## config.mk

```make
export PLATFORM = sky130hd
export DESIGN_NAME = delay_line_arbiter
export DESIGN_NICKNAME = d
export VERILOG_FILES = /design/src/rtl/dl_arb_pkg.sv /design/src/rtl/rr_arbiter.sv /design/src/rtl/delay_line_arbiter.sv
export SDC_FILE = /design/constraint.sdc
export NUM_CORES = 1
export LEC_CHECK = 0
export BUFFER_PORTS_ARGS = -buffer_cell sky130_fd_sc_hd__buf_4
export CAP_MARGIN = 40
export CORE_AREA = 2 2 39 41
export CTS_CLUSTER_DIAMETER = 40
export DETAILED_ROUTE_END_ITERATION = 7
export DIE_AREA = 0 0 41 43
export GPL_ROUTABILITY_DRIVEN = 0
export PLACE_DENSITY = 0.67
export SYNTH_ARGS = -nofsm -noshare
export SYNTH_HDL_FRONTEND = slang
export SYNTH_SLANG_ARGS = --single-unit
```

## constraint.sdc

```tcl
create_clock -name clk -period 1.8 [get_ports clk]
set_input_delay 0.09 -clock clk [delete_from_list [all_inputs] [get_ports clk]]
set_output_delay 0.09 -clock clk [all_outputs]
set_load 0.005 [all_outputs]
```

## src/rtl/dl_arb_pkg.sv

```systemverilog
// Shared types and helpers for the delay-line arbiter: FSM states, the
// {valid, id} tag carried alongside each sample, and the stat counter width.
package dl_arb_pkg;

  typedef enum logic [1:0] {
    IDLE  = 2'd0,
    RUN   = 2'd1,
    DRAIN = 2'd2
  } state_e;

  // Widest requester ID (NREQ <= 8); narrower configs zero-extend into it.
  localparam int TAG_IDW = 3;
  localparam int STAT_W  = 16;

  typedef struct packed {
    logic               valid;
    logic [TAG_IDW-1:0] id;
  } tag_t;

  function automatic int id_width(input int n);
    return (n > 1) ? $clog2(n) : 1;
  endfunction

endpackage

```

## src/rtl/rr_arbiter.sv

```systemverilog
// Combinational round-robin picker: the first valid requester at or after
// pointer_i wins. No state; the pointer register lives in the caller.
module rr_arbiter
  import dl_arb_pkg::*;
#(
  parameter  int NREQ = 2,
  localparam int IDW  = id_width(NREQ)
) (
  input  logic [NREQ-1:0] valid_i,
  input  logic            enable_i,
  input  logic [IDW-1:0]  pointer_i,
  output logic [NREQ-1:0] grant_o,
  output logic [IDW-1:0]  index_o
);

  logic           found;
  logic [IDW-1:0] cand;

  always_comb begin
    grant_o = '0;
    index_o = '0;
    found   = 1'b0;
    cand    = '0;
    for (int i = 0; i < NREQ; i++) begin
      cand = IDW'((int'(pointer_i) + i) % NREQ);
      if (enable_i && !found && valid_i[cand]) begin
        found         = 1'b1;
        grant_o[cand] = 1'b1;
        index_o       = cand;
      end
    end
  end

endmodule

```

## src/rtl/delay_line_arbiter.sv

```systemverilog
// Shares one external ce-qualified delay line between NREQ requesters and
// tags each sample with its requester ID. Optional grant counters: DL_ARB_STATS_EN.
//
// state | meaning
// IDLE  | line stopped, no grants
// RUN   | round-robin grants, line advancing unless held
// DRAIN | no grants, line advancing until the tag pipe is empty
module delay_line_arbiter
  import dl_arb_pkg::*;
#(
  parameter int N     = 4,
  parameter int DELAY = 1,
  parameter int NREQ  = 2
) (
  input  logic                clk,
  input  logic                rst_n,
  input  logic                en,
  input  logic                hold,
  input  logic                flush,
  input  logic [NREQ-1:0]     req_valid,
  input  logic [NREQ*N-1:0]   req_data,
  output logic [NREQ-1:0]     req_ready,
  output logic                dl_ce,
  output logic [N-1:0]        dl_idata,
  input  logic [N-1:0]        dl_odata,
  output logic                rsp_valid,
  output logic [id_width(NREQ)-1:0] rsp_id,
  output logic [N-1:0]        rsp_data,
  output logic                flush_done
`ifdef DL_ARB_STATS_EN
  ,
  output logic [NREQ*STAT_W-1:0] stat_grants
`endif
);

  localparam int IDW = id_width(NREQ);

  state_e          state_q, state_d;
  logic [IDW-1:0]  ptr_q, ptr_d;
  tag_t            tag_q [DELAY];
  logic            dl_ce_q;

  logic            grant_en;
  logic            granted;
  logic            pipe_busy;
  logic [NREQ-1:0] grant;
  logic [IDW-1:0]  win_idx;

  // No new samples once en drops, so nothing is left stranded in IDLE.
  assign grant_en = (state_q == RUN) && !hold && en && !flush;
  assign granted  = |grant;

  rr_arbiter #(.NREQ(NREQ)) u_rr (
    .valid_i   (req_valid),
    .enable_i  (grant_en),
    .pointer_i (ptr_q),
    .grant_o   (grant),
    .index_o   (win_idx)
  );

  always_comb begin
    pipe_busy = 1'b0;
    for (int k = 0; k < DELAY; k++) begin
      pipe_busy = pipe_busy | tag_q[k].valid;
    end
  end

  always_comb begin
    state_d = state_q;
    case (state_q)
      IDLE:    if (en) state_d = RUN;
      RUN: begin
        if (flush)         state_d = DRAIN;
        else if (!en)      state_d = pipe_busy ? DRAIN : IDLE;
      end
      DRAIN:   if (!pipe_busy) state_d = IDLE;
      default: state_d = IDLE;
    endcase
  end

  always_comb begin
    dl_ce      = (state_q != IDLE) && !hold;
    req_ready  = grant;
    dl_idata   = granted ? req_data[win_idx*N +: N] : '0;
    flush_done = (state_q == DRAIN) && !pipe_busy;
    ptr_d      = ptr_q;
    if (granted) begin
      ptr_d = (win_idx == IDW'(NREQ-1)) ? '0 : win_idx + IDW'(1);
    end
  end

  always_ff @(posedge clk) begin
    if (!rst_n) begin
      state_q <= IDLE;
      ptr_q   <= '0;
      dl_ce_q <= 1'b0;
      for (int k = 0; k < DELAY; k++) begin
        tag_q[k] <= '0;
      end
    end else begin
      state_q <= state_d;
      ptr_q   <= ptr_d;
      dl_ce_q <= dl_ce;
      if (dl_ce) begin
        tag_q[0].valid <= granted;
        tag_q[0].id    <= TAG_IDW'(win_idx);
        for (int k = 1; k < DELAY; k++) begin
          tag_q[k] <= tag_q[k-1];
        end
      end
    end
  end

  // Gating with the registered ce hides the last stage while it sits frozen.
  assign rsp_valid = tag_q[DELAY-1].valid && dl_ce_q;
  assign rsp_id    = tag_q[DELAY-1].id[IDW-1:0];
  assign rsp_data  = dl_odata;

`ifdef DL_ARB_STATS_EN
  logic [STAT_W-1:0] cnt_q [NREQ];

  always_ff @(posedge clk) begin
    if (!rst_n) begin
      for (int k = 0; k < NREQ; k++) begin
        cnt_q[k] <= '0;
      end
    end else begin
      for (int k = 0; k < NREQ; k++) begin
        if (grant[k] && (cnt_q[k] != '1)) begin
          cnt_q[k] <= cnt_q[k] + STAT_W'(1);
        end
      end
    end
  end

  for (genvar g = 0; g < NREQ; g++) begin : g_stat
    assign stat_grants[g*STAT_W +: STAT_W] = cnt_q[g];
  end
`endif

endmodule

```

---- Word level (Yosys, flattened, before mapping) ----
Memory sizes are Yosys's and may differ from the RTL's.
Index checks and enable logic that the tools add are counted.
storage, ports and cells
  logic and storage cells ................. 64
  memory bits (writable) .................. 2
  memories kept ........................... 1
  bits of input ports ..................... 19
  bits in registers ....................... 4
cells by class
  bitwise logic cells ..................... 1
  magnitude comparators ................... 4
  multiplexer cells ....................... 27
  reductions and logical operators ........ 20
  shifts and indexed selects .............. 1
  equal/unequal tests ..................... 5
  add/subtract/negate cells ............... 2
memory list
  memory  words  bits a word  rd ports  clocked after memory_dff  write ports  RTL line                  text
  tag_q   1      2            1         0                         2            delay_line_arbiter.sv:40  tag_t tag_q [DELAY];
operators with widths
  operator               number
  $mux W2                9
  $mux W1                14
  $logic_and A1 B1 Y1    11
  $shiftx A8 B4 Y4       1
  $pmux W2 S3            1
  $logic_not A1 Y1       4
  $lt A1 B2 Y1 const B   2
  $mux W4                1
  $ne A2 B2 Y1 const B   2
  $reduce_or A2 Y1       2
  $ne A3 B3 Y1 const B   1
  $reduce_and A3 Y1      1
  $add A1 B1 Y1 const B  2
  $demux W1 S1           2
  $eq A2 B1 Y1 const B   1
  $eq A2 B2 Y1 const B   1
  $ge A1 B1 Y1 const B   2
  $logic_not A2 Y1       1
  $or A2 B2 Y2           1
  $reduce_bool A2 Y1     1

---- Depth between registers and ports, before layout ----
  depth after elaboration ................. 12
  mapped depth ............................ 4
  mapped depth without buffers ............ 3

---- Cells and area by module ----
From an unflattened synthesis, not the netlist that was laid out.
second synthesis, totals
  cell total of the unflattened synthesis .. 45
  area total of the unflattened synthesis .. 395.4 um^2
modules (own cells, without submodules)
  module              times used  sequential area each (um^2)  cells an instance  area each (um^2)
  delay_line_arbiter  1           140.1                        39                 369.1
  rr_arbiter          1           0.0                          6                  26.3

---- Worst setup path before layout ----
OpenSTA, ideal clock, no wires.
  kind .................................... register to register
  from .................................... register state_q[0]
  to ...................................... memory tag_q[0][0] (netlist bit), enable pin
  required time ........................... 1.502 ns
  stages on the path, launching flop included .. 3
  path buffers ............................ 0
  arrival ................................. 0.739 ns
  clock period less this slack ............ 1.037 ns
  slack ................................... 0.763 ns
  cells stage by stage .................... dfxtp_1 > o21ba_4 > nand2b_1
RTL lines
  item                    RTL line                   text
  start, declared         delay_line_arbiter.sv:38   state_e state_q, state_d;
  start signal, assigned  delay_line_arbiter.sv:101  state_q <= state_d;
  end, declared           delay_line_arbiter.sv:40

---- Final worst setup path ----
  from .................................... register state_q[1]
  to ...................................... output req_ready[0]
on the way
  cells in the longest elaborated chain, start to end .. 10
  elaborated cells on any way between the ends .. 12
  those cells by class .................... 1 x eq/ne; 3 x mux; 1 x bitwise; 7 x reduce/logical
ends and longest elaborated chain
  item                                  RTL line                  text
  $eq A2 B1 Y1 (*)                      delay_line_arbiter.sv:50  assign grant_en = (state_q == RUN) && !hold && en && !flush;
  $logic_and A1 B1 Y1 (*) (3 in a row)  delay_line_arbiter.sv:50
  $logic_and A1 B1 Y1                   rr_arbiter.sv:26          if (enable_i && !found && valid_i[cand]) begin
  $mux W1                               rr_arbiter.sv:26
  $logic_not A1 Y1                      rr_arbiter.sv:26
  $logic_and A1 B1 Y1 (2 in a row)      rr_arbiter.sv:26
  $mux W2 (*)                           rr_arbiter.sv:26
  end, declared                         delay_line_arbiter.sv:22  output logic [NREQ-1:0] req_ready,
Every way passes the cells marked *; elsewhere a longest branch is shown, timed or not.

==> impl_metrics.py <==
metrics = {
    "power": {
        "total_leakage_power_nw": 0.272,
        "p_int_uw": 270,
        "p_seq_share_pct": 42.6,
        "p_switching_uw": 86.1,
        "p_sw_share_pct": 24.2,
        "power_density_mw_per_mm2": 572,
        "peakVddDrop_uv": 199,
        "pwr-share-clk_pct": 38.0,
        "p_comb_share_pct": 19.4,
    },
    "sta": {
        "holdWs_ns": 0.0471,
        "period_share_pct": 72.7,
        "worst_pin_slew_ns": 0.276,
        "finalCriticalPeriod_ns": 1.31,
        "max_slew_margin_pct": 81.6,
        "fmax_mhz": 764,
        "hold_viol": 0,
        "drv_slew": 0,
        "skew_ns": 0.00131,
        "setup_violations": 0,
        "setup_tns_ns": 0,
        "rsz0062_at_grt": "false",
    },
    "grt": {
        "gr-total-overflow": 0,
        "antenna_found_initial": 0,
        "grt_pass1_wl_um": 1520,
        "grt_max_degree": 10,
        "grt_use_total_pct": 13.2,
        "grt_pass1_vias": 379,
    },
    "yosys": {
        "synthTopCellsByArea": "dfxtp_1 18%, edfxtp_1 14%, buf_4 8.6%, a32oi_1 8.1%, nor2_1 6.1%",
        "syn_inst": 47,
        "synth_cell_types": 23,
        "synth-seq-cells": 6,
        "netlist.area_leader.share_pct": 18.4,
        "synth_compound_area_share_pct": 20.5,
        "synth_fp_nets": 66,
        "synth_mux_area_share_pct": 0,
        "ys_seq_area_share_pct": 32.3,
        "synth-simple-area-share_pct": 37.8,
        "yosysWarnings": 0,
        "synth_top_family_by_area": "simple AND/OR/NAND/NOR gates",
        "syn_area_per_cell_um2": 9.24,
        "synth_top_area_cell": "dfxtp_1",
        "netlist_area_um2": 434,
        "synthAdderAreaFrac_pct": 0,
        "synthXorXnorAreaFrac_pct": 0,
    },
    "finish": {
        "nNetsFinal": 90,
        "n_fill_cell": 149,
        "final_util_pct": 45.0,
        "drive_gt1_share_pct": 48.6,
        "area_delta_synth_final_pct": 43.5,
        "seq_area_um2": 140,
        "multi_input_area_um2": 253,
        "layout.cells.non_filler": 86,
        "diodes": 0,
    },
    "clock_network": {
        "postCtsSetupBuffers": 0,
        "htree_levels": 1,
        "cts_hold_buf": 0,
        "cts_root_buf": "clkbuf_4",
        "clk_pin_slew_ns": 0.05,
        "cts_made_buffers": 3,
        "cts_tree": "built",
        "cts_resized": 0,
        "clk-insertion-delay-late_ns": 0.25,
        "clk_path_buf_depth": 2,
        "cts.sinks": 6,
    },
    "floorplanning": {
        "rows": 14,
        "core_mm2": 0.00138,
        "ios": 33,
        "start_util_pct": 31.4,
        "fp.dieH_um": 43,
        "die_w_um": 41,
        "die_area_mm2": 0.00176,
    },
    "setup_path": {
        "cp.arrival_ns": 1.22,
        "crit_family": "simple AND/OR/NAND/NOR gates",
        "worst-path-buf-inv": 1,
        "worstPathRequired_ns": 1.71,
        "start_kind": "flop",
        "slowest_delay_ns": 0.35,
        "crit_slowest_cell": "dfxtp_1",
        "crit_fanout": 9,
        "endpoint_kind": "output port",
        "critPathKind": "reg -> out",
        "path_cells": "nor2b_2 > nand3_4 > nor2b_1 > buf_4",
    },
    "route": {
        "drt_iter0_drc": 3,
        "wire_per_inst_um": 11.1,
        "drc": 0,
        "routed_wl_um": 958,
        "vias": 418,
        "ant_nets": 0,
        "firstDrtPassIters": 3,
        "viasPerCell": 4.86,
    },
    "placement": {
        "hpwl_um": 735,
        "io_buffers": 24,
        "dp_cells": 82,
    },
    "run_status": {
        "status": "complete, no violations",
    },
    "job": {
        "drv_cap": 0,
    },
    "worst_hold_path": {
        "hold_class": "in -> reg",
    },
}
-- cell type report --
| cell class | count | share of cell area (%) |
|---|---|---|
| Timing Repair Buffer | 24 | 28.9 |
| Inverter | 1 | 0.602 |
| Tap cell | 16 | 3.21 |
| Clock buffer | 4 | 4.22 |
| Sequential cell | 6 | 22.5 |
| Multi-Input combinational cell | 35 | 40.6 |
-- layer usage --
layer	up-vias	share of wire (%)	track usage, %
met5	-	0	0
met4	0	2.5	14.7
met3	4	12	2.09
met2	25	48	18.1
met1	179	37	15.2
li1	210	-	-
-- layout by cell type, fill, tap and decap left out --
master and n:
nor2_1 7, clkbuf_1 1, nor2b_1 3, inv_1 1, nand3b_1 2, and2_1 2
nand2_1 2, a21boi_1 1, a32oi_1 4, nand2_4 1, nor3b_1 1, clkbuf_4 3
o2bb2ai_1 1, buf_4 24, dfxtp_1 4, o21ai_1 1, nor3_2 2, a21oi_1 1
nand3_4 1, nand2b_1 2, nand4_1 1, nor2b_2 1, o21ba_4 1, edfxtp_1 2
a21boi_2 1
-- sequential cells by signal, summed over array words and instances (netlist names) --
name and cells:
ptr_q 1, dl_ce_q 1, tag_q 2, state_q 2
-- kinds of logic (layout without fill, tap and decap cells) --
| group | Yosys count | after routing |
|---|---|---|
| AND/OR/NAND/NOR | 25 | 25 |
| AO/OA/AOI/OAI | 10 | 10 |
| flip-flops | 6 | 6 |
| buffers and inverters | 6 | 29 |
-- metrics by stage --
stage	setup slack [ns]	area, µm²	total power, mW
floorplan	0.763	434	0.194
global placement	0.734	597	0.223
detailed placement	0.694	597	0.224
CTS	0.459	623	0.365
global route	0.384	623	0.381
finish	0.492	623	0.356
-- Yosys cell counts (all sizes together) --
master,number
o21ai,1
nor3b,1
buf,5
nor2,7
nor3,2
a21oi,1
nand3b,2
and2,2
o2bb2ai,1
inv,1
a32oi,4
edfxtp,2
nand2,3
nor2b,4
nand3,1
o21ba,1
nand2b,2
dfxtp,4
a21boi,2
nand4,1
-- power groups by stage --
stage                     Combinational [mW]  Clock [mW]  Sequential (mW)
after floorplan                       0.0405           0            0.153
after global placement                0.0685           0            0.154
after detailed placement              0.0696           0            0.155
after CTS                             0.0703       0.143            0.152
after global routing                  0.0759       0.153            0.153
final                                 0.0691       0.135            0.152
-- final timing paths --
check | from | to | slack, ns | cells past startpoint
worst max-delay path | state_q[1] | req_ready[0] | 0.49 | 4
worst min-delay path | flush | state_q[0] | 0.05 | 2
worst max register to register | state_q[0] | tag_q[0][1] | 0.70 | 2
worst min register to register | state_q[1] | state_q[1] | 0.56 | 2
No activity file was read; power rests on OpenSTA's default activity.
